[src/rtl/axi4l_ipif_bridge.sv]
// AXI4-Lite slave to IPIF-style register bus bridge, one outstanding transaction.
// Optional macro AXI4L_IPIF_ERR_EN adds ip2bus_error and SLVERR responses.
module axi4l_ipif_bridge #(
    parameter int unsigned C_ADDR_WIDTH = 12
) (
    input  logic                    aclk,
    input  logic                    areset,
    input  logic [31:0]             s_axi_awaddr,
    input  logic [2:0]              s_axi_awprot,
    input  logic                    s_axi_awvalid,
    output logic                    s_axi_awready,
    input  logic [31:0]             s_axi_wdata,
    input  logic [3:0]              s_axi_wstrb,
    input  logic                    s_axi_wvalid,
    output logic                    s_axi_wready,
    output logic [1:0]              s_axi_bresp,
    output logic                    s_axi_bvalid,
    input  logic                    s_axi_bready,
    input  logic [31:0]             s_axi_araddr,
    input  logic [2:0]              s_axi_arprot,
    input  logic                    s_axi_arvalid,
    output logic                    s_axi_arready,
    output logic [31:0]             s_axi_rdata,
    output logic [1:0]              s_axi_rresp,
    output logic                    s_axi_rvalid,
    input  logic                    s_axi_rready,
    output logic [C_ADDR_WIDTH-1:0] bus2ip_addr,
    output logic [31:0]             bus2ip_data,
    output logic [3:0]              bus2ip_be,
    output logic                    bus2ip_wrce,
    output logic                    bus2ip_rdce,
`ifdef AXI4L_IPIF_ERR_EN
    input  logic                    ip2bus_error,
`endif
    input  logic [31:0]             ip2bus_data
);

    localparam logic [1:0] RESP_OKAY   = 2'b00;
    localparam logic [1:0] RESP_SLVERR = 2'b10;

    typedef enum logic [2:0] {
        IDLE    = 3'd0,
        WR_STB  = 3'd1,
        WR_RESP = 3'd2,
        RD_STB  = 3'd3,
        RD_CAP  = 3'd4,
        RD_RESP = 3'd5
    } state_e;

    state_e                  state_q, state_d;
    logic                    aw_got_q, aw_got_d;
    logic                    w_got_q, w_got_d;
    logic                    last_was_write_q, last_was_write_d;
    logic [C_ADDR_WIDTH-1:0] addr_q, addr_d;
    logic [31:0]             data_q, data_d;
    logic [3:0]              be_q, be_d;
    logic [31:0]             rdata_q, rdata_d;
    logic [1:0]              bresp_q, bresp_d;
    logic [1:0]              rresp_q, rresp_d;

    logic idle_c, rd_sel_c, awready_c, wready_c, arready_c;
    logic aw_hs_c, w_hs_c, ar_hs_c;

    logic unused_ok;
    assign unused_ok = ^{s_axi_awprot, s_axi_arprot,
                         s_axi_awaddr[31:C_ADDR_WIDTH], s_axi_araddr[31:C_ADDR_WIDTH]};

    always_ff @(posedge aclk or posedge areset) begin
        if (areset) begin
            state_q          <= IDLE;
            aw_got_q         <= 1'b0;
            w_got_q          <= 1'b0;
            last_was_write_q <= 1'b0;
            addr_q           <= '0;
            data_q           <= '0;
            be_q             <= '0;
            rdata_q          <= '0;
            bresp_q          <= RESP_OKAY;
            rresp_q          <= RESP_OKAY;
        end else begin
            state_q          <= state_d;
            aw_got_q         <= aw_got_d;
            w_got_q          <= w_got_d;
            last_was_write_q <= last_was_write_d;
            addr_q           <= addr_d;
            data_q           <= data_d;
            be_q             <= be_d;
            rdata_q          <= rdata_d;
            bresp_q          <= bresp_d;
            rresp_q          <= rresp_d;
        end
    end

    // Read wins a contested IDLE cycle only right after a completed write.
    always_comb begin
        state_d          = state_q;
        aw_got_d         = aw_got_q;
        w_got_d          = w_got_q;
        last_was_write_d = last_was_write_q;
        addr_d           = addr_q;
        data_d           = data_q;
        be_d             = be_q;
        rdata_d          = rdata_q;
        bresp_d          = bresp_q;
        rresp_d          = rresp_q;

        idle_c    = (state_q == IDLE) && !areset;
        rd_sel_c  = idle_c && !aw_got_q && !w_got_q && s_axi_arvalid &&
                    (!(s_axi_awvalid || s_axi_wvalid) || last_was_write_q);
        awready_c = idle_c && !aw_got_q && !rd_sel_c;
        wready_c  = idle_c && !w_got_q && !rd_sel_c;
        arready_c = rd_sel_c;
        aw_hs_c   = s_axi_awvalid && awready_c;
        w_hs_c    = s_axi_wvalid && wready_c;
        ar_hs_c   = s_axi_arvalid && arready_c;

        case (state_q)
            IDLE: begin
                if (aw_hs_c) begin
                    aw_got_d = 1'b1;
                    addr_d   = s_axi_awaddr[C_ADDR_WIDTH-1:0];
                end
                if (w_hs_c) begin
                    w_got_d = 1'b1;
                    data_d  = s_axi_wdata;
                    be_d    = s_axi_wstrb;
                end
                if (aw_got_d && w_got_d) begin
                    state_d = WR_STB;
                end else if (ar_hs_c) begin
                    addr_d  = s_axi_araddr[C_ADDR_WIDTH-1:0];
                    state_d = RD_STB;
                end
            end
            WR_STB: begin
`ifdef AXI4L_IPIF_ERR_EN
                bresp_d = ip2bus_error ? RESP_SLVERR : RESP_OKAY;
`else
                bresp_d = RESP_OKAY;
`endif
                state_d = WR_RESP;
            end
            WR_RESP: begin
                if (s_axi_bready) begin
                    state_d          = IDLE;
                    aw_got_d         = 1'b0;
                    w_got_d          = 1'b0;
                    last_was_write_d = 1'b1;
                end
            end
            RD_STB: state_d = RD_CAP;
            RD_CAP: begin
                rdata_d = ip2bus_data;
`ifdef AXI4L_IPIF_ERR_EN
                rresp_d = ip2bus_error ? RESP_SLVERR : RESP_OKAY;
`else
                rresp_d = RESP_OKAY;
`endif
                state_d = RD_RESP;
            end
            RD_RESP: begin
                if (s_axi_rready) begin
                    state_d          = IDLE;
                    last_was_write_d = 1'b0;
                end
            end
            default: state_d = IDLE;
        endcase
    end

    assign s_axi_awready = awready_c;
    assign s_axi_wready  = wready_c;
    assign s_axi_arready = arready_c;
    assign s_axi_bvalid  = (state_q == WR_RESP);
    assign s_axi_bresp   = bresp_q;
    assign s_axi_rvalid  = (state_q == RD_RESP);
    assign s_axi_rdata   = rdata_q;
    assign s_axi_rresp   = rresp_q;
    assign bus2ip_addr   = addr_q;
    assign bus2ip_data   = data_q;
    assign bus2ip_be     = be_q;
    assign bus2ip_wrce   = (state_q == WR_STB);
    assign bus2ip_rdce   = (state_q == RD_STB);

endmodule

[config.mk]
export PLATFORM = sky130hd
export DESIGN_NAME = axi4l_ipif_bridge
export DESIGN_NICKNAME = d
export VERILOG_FILES = /design/src/rtl/axi4l_ipif_bridge.sv
export SDC_FILE = /design/constraint.sdc
export NUM_CORES = 1
export LEC_CHECK = 0
export CORE_MARGIN = 2
export CORE_UTILIZATION = 33
export CTS_CLUSTER_DIAMETER = 50
export DETAILED_ROUTE_END_ITERATION = 10
export GPL_ROUTABILITY_DRIVEN = 0
export GPL_TIMING_DRIVEN = 0
export PLACE_DENSITY = 0.78
export SLEW_MARGIN = 20
export SYNTH_ARGS = -nofsm -noshare
export SYNTH_HDL_FRONTEND = slang
export SYNTH_SLANG_ARGS = --single-unit
export TNS_END_PERCENT = 1
[constraint.sdc]
create_clock -name aclk -period 2.9 [get_ports aclk]
set_clock_uncertainty 0.15 [all_clocks]
set_input_delay 0.58 -clock aclk [delete_from_list [all_inputs] [get_ports aclk]]
set_output_delay 0.58 -clock aclk [all_outputs]
set_load 0.05 [all_outputs]
==> results of run 1 <==
worst max path at each step:
| stage | from | to | slack, ns |
|---|---|---|---|
| global route | state_q[1]$_DFFE_PP0P_ | s_axi_rvalid | 0.04 |
| finish | state_q[2]$_DFFE_PP0P_ | bus2ip_rdce | 0.16 |
| global placement | areset | bus2ip_data[9]$_DFFE_PP0P_ | -1.45 |
| CTS | areset | s_axi_wready | -0.05 |
| floorplan | areset | aw_got_q$_DFFE_PP0P_ | -0.05 |
| detailed placement | areset | s_axi_arready | -0.88 |
flip-flops by register name (all words and copies together) (netlist names):
signal	count
bus2ip_data	32
state_q	3
w_got_q	1
aw_got_q	1
s_axi_rdata	32
bus2ip_be	4
bus2ip_addr	12
last_was_write_q	1
kinds of logic after synthesis:
logic type,count (synthesis),synth area share
DFF,86,0.600
muxes,68,0.244
AOI/OAI and AO/OA,35,0.0572
buffers and inverters,33,0.0572
and+or+nand+nor,28,0.0408
other,1,0.00105
layer usage:
metal / wire length [um] / vias up / GRT usage
met5: 0 / - / 0
met4: 224 / 0 / 0.0751
met3: 545 / 18 / 0.0295
met2: 4930 / 99 / 0.280
met1: 3760 / 1371 / 0.196
li1: - / 1271 / -
per-stage QoR:
stage               instance area [um2]   util  TNS [ns]  worst slack, ns  std cells
CTS                                5860  0.545   -0.0539          -0.0539        595
global placement                   5630  0.524   -126.30            -1.45        579
detailed placement                 5650  0.526     -2.38           -0.880        580
finish                             5870  0.547         0            0.157        596
global route                       5870  0.547         0           0.0399        596
floorplan                          3600      -     -4.46          -0.0518        254
critical path: cells and delay by family, from the launching register on:
family        cells  cell delay, ns
buf+inv           3            1.11
flops             1            0.36
simple gates      1            0.21
timing repair:
item / CTS / global route
cloned: 0 / 0
resized for setup: 13 / 7
pin swaps: 0 / 1
endpoints found under the setup margin: 3 / 4
setup buffers: 0 / 1
final cells by class:
cell class	instances	area, um2
repair buffers	187	1870
multi-input cells	135	1280
inverters	17	66.3
clock inverters	3	43.8
fillers	945	4870
clock buffers	12	145
well taps	140	175
plain buffers	16	141
flip-flops and latches	86	2150
Yosys cell counts, drive strengths merged, types with 2 or more instances:
cell type / n
mux2: 68
nor3: 2
inv: 17
or3: 2
a21oi: 14
nor2: 5
a31oi: 2
o22ai: 12
buf: 11
and3: 2
clkbuf: 5
nand2: 9
dfrtp: 86
o21ai: 4
where the power goes:
group	switching [mW]	total, mW	internal [mW]	leakage (nW)
registers	0.330	2.12	1.79	1.01
logic	2.80	4.57	1.77	1.52
clock network	0.405	0.826	0.420	0.0968
==> impl_metrics.ini, run 1 <==
[synthesis]
synth.area.top_cells = dfrtp_1, mux2_2, mux2_4
synth-seq-cells = 86
syn_avg_cell_area_um2 = 14.3
yosysTopAreaCell = dfrtp_1
synth_cell_types = 32
synth-edff-count = 0
syn-cell-area_mm2 = 0.00359
yosysSeqAreaShare = 0.600
synth-main-ff-cell = dfrtp_1
ys_async_sr_fraction = 1.00
synthCells = 251
ys_warn_count = 0
synth_top_area_frac = 0.600

[cts]
cts-root-buf = clkbuf_8
cts_buffer_depth = 2
path_clk_slew_ns = 0.08
htreeDepth = 3
clkSinkCount = 86
clkLatencyLatePin_ns = 0.34
tritoncts = done
cts_buffers = 9
cts_hold_buffers = 0

[route]
vias_per_cell = 4.63
wl_per_cell_um = 15.9
drc_errors = 0
antenna_left = 0
drt-initial-drc-count = 116
first_pass_iters = 4
wl_um = 9460
vias = 2759

[floorplan]
coreArea_mm2 = 0.0107
die_y_um = 108
die_width_um = 108
start_util = 0.334
num_rows = 38
die_area_mm2 = 0.0117
ioPinCount = 236

[layout]
fin_nets = 597
drive_above_1_share = 0.230
area_growth_pct = 63.8
final_common_cell = clkdlybuf4s50_1
layout_common_cells = clkdlybuf4s50_1, dfrtp_1, mux2_2, mux2_4, inv_1
num_antenna_cells = 0

[global_routing]
grt_overflow = 0
grt_pass1_wl_um = 14600
grt.total_usage = 0.162
antenna_found_initial = 0
grt_pass1_vias = 2928
grt_start_max_net_pins = 45

[timing]
setup_viol = 0
slew_headroom = 0.446
min_period_ns = 2.74
grt_setup_unrepaired = false
whs_ns = 0.261
drv_slew = 0
max_freq_ghz = 0.365
worst_slew_pin_slew_ns = 0.825
finalHoldViolCount = 0
finalCritPeriodShare = 0.946

[power]
power_density_mw_per_mm2 = 1280
finalPower_mw = 7.51
p_leak_nw = 2.63
ir_drop_mv = 0.735

[place]
place_hpwl_um = 7250
port_buffers = 185

[setup_path]
r2r-end = s_axi_rdata[21]$_DFFE_PP0P_
cp_slowest_cell = clkdlybuf4s50_1
r2r_start = state_q[2]$_DFFE_PP0P_
arrival_ns = 2.01
crit_required_ns = 2.17
start_kind = register
worstPathCellList = buf_2 > inv_1 > and3_2 > clkdlybuf4s50_1
cp_max_fo = 10
regToRegSetupSlack_ns = 0.43
cp-end-kind = output port
critPathKind = register to output port
max_stage_delay_ns = 0.80
r2r_cells = 5

[flow_run]
max-cap-violations = 0

[outcome]
outcome = finished clean

[min_path]
min_path_type = primary input to asynchronous set/reset pin
Power figures use the tool's default switching activity.
==> run 2: changes to the inputs <==
- GPL_TIMING_DRIVEN: 0 -> unset
==> run 2 against run 1 <==
Compared with the run above:
- sequential cell count did not move
- via count fell by 2.7%
- clock power fell by 9.8%
- largest power group unchanged
==> impl_metrics.ini, run 2 (same netlist as run 1, synthesis figures left out) <==
[min_path]
min_path_type = register to register

[route]
vias = 2685
wl_um = 9000
drt-initial-drc-count = 85
drc_errors = 0
wl_per_cell_um = 15.4
first_pass_iters = 4
antenna_left = 0
vias_per_cell = 4.58

[timing]
max_freq_ghz = 0.363
grt_setup_unrepaired = false
finalCritPeriodShare = 0.950
drv_slew = 0
worst_slew_pin_slew_ns = 0.536
setup_viol = 0
finalHoldViolCount = 0
min_period_ns = 2.76
tns_ns = 0
slew_headroom = 0.642

[setup_path]
start_kind = register
cp_max_fo = 10
critPathKind = register to output port
cp-end-kind = output port
arrival_ns = 2.03
crit_required_ns = 2.17

[power]
power.switching_mw = 3.54
p_clk_frac = 0.101
p_seq_frac = 0.287
power_density_mw_per_mm2 = 1280
comb_power_share = 0.612
netSwitchingFraction = 0.478
ir_drop_mv = 0.662
p_leak_nw = 2.55
internal-power_mw = 3.86

[layout]
area_growth_pct = 61.2
fin_nets = 586
final_common_cell = clkdlybuf4s50_1
layout_common_cells = clkdlybuf4s50_1, dfrtp_1, mux2_2, mux2_4, inv_1
fin_area_mm2 = 0.00578
drive_above_1_share = 0.229
num_antenna_cells = 0
fin_util = 0.538

[cts]
cts_buffer_depth = 2
cts_buffers = 9
clkSinkCount = 86
path_clk_slew_ns = 0.08
tritoncts = done
cts-root-buf = clkbuf_8
post_cts_buffers = 0
clkLatencyLatePin_ns = 0.34
htreeDepth = 3

[outcome]
outcome = finished clean

[global_routing]
grt_overflow = 0
grt_pass1_vias = 2813
antenna_found_initial = 0
grt_pass1_wl_um = 13900
grt_start_max_net_pins = 47
grt.total_usage = 0.153

[floorplan]
die_y_um = 108
ioPinCount = 236
die_width_um = 108
coreArea_mm2 = 0.0107
die_area_mm2 = 0.0117
start_util = 0.334
num_rows = 38

[place]
port_buffers = 185
placed_area_mm2 = 0.00560
place_hpwl_um = 6870

[flow_run]
max-cap-violations = 0
run 2: changes by cell type in the layout (fill, tap and decap cells not counted), sizes merged:
cell           delta
buf               -4
bufinv            -1
clkbuf            -9
clkdlybuf4s50     +2
clkinv            +3
clkinvlp          +2
dlymetal6s2s      -2
inv               -1
run 2: layout make-up:
class                   instances  area, um2
repair buffers                192       1960
flip-flops and latches         86       2150
multi-input cells             135       1260
clock inverters                 6       46.3
inverters                      17       65.1
well taps                     140        175
fillers                       956       4960
clock buffers                  10        128
run 2: timing repair:
| action | in CTS | in global routing |
|---|---|---|
| gates resized for setup | 0 | 1 |
| setup endpoints to repair | 0 | 1 |
| hold buffers | 0 | 0 |
run 2: metrics by stage:
stage,power (mW),cells,setup slack [ns],hold slack (ns)
2_1_floorplan,5.15,254,-0.0518,0.332
3_3_place_gp,6.61,570,0.0564,0.338
3_5_place_dp,6.71,570,0.0509,0.343
4_1_cts,7.48,586,0.122,0.365
5_1_grt,7.75,586,0.0220,0.373
6_report,7.40,586,0.145,0.360
run 2: worst paths after layout:
check | from | to | slack (ns) | cells after the start
max | state_q[0]$_DFFE_PP0P_ | s_axi_bvalid | 0.14 | 2
min | s_axi_rdata[9]$_DFFE_PP0P_ | s_axi_rdata[9]$_DFFE_PP0P_ | 0.36 | 1
max reg2reg | state_q[0]$_DFFE_PP0P_ | bus2ip_data[6]$_DFFE_PP0P_ | 0.47 | 4
min reg2reg | s_axi_rdata[9]$_DFFE_PP0P_ | s_axi_rdata[9]$_DFFE_PP0P_ | 0.36 | 1
max in group asynchronous | areset | bus2ip_data[10]$_DFFE_PP0P_ | 1.56 | 3
min in group asynchronous | areset | bus2ip_addr[11]$_DFFE_PP0N_ | 0.42 | 2
run 2: power by group through the flow:
stage | clock, mW | combinational (mW) | sequential (mW)
detailed placement | 0 | 4.56 | 2.15
finish | 0.745 | 4.53 | 2.13
floorplan | 0 | 1.08 | 4.06
CTS | 0.776 | 4.57 | 2.13
global route | 0.836 | 4.71 | 2.20
global placement | 0 | 4.51 | 2.10
run 2: critical path: stages, from the launching register on:
cell and delay [ns]:
dfrtp_1 0.50, nor3b_1 0.32, clkdlybuf4s50_1 0.86
run 2: layer usage:
| metal | global-route usage | vias to the layer above | wire length [um] |
|---|---|---|---|
| li1 | - | 1249 | - |
| met1 | 0.185 | 1326 | 3670 |
| met2 | 0.267 | 96 | 4610 |
| met3 | 0.0283 | 14 | 522 |
| met4 | 0.0650 | 0 | 205 |
| met5 | 0 | - | 0 |
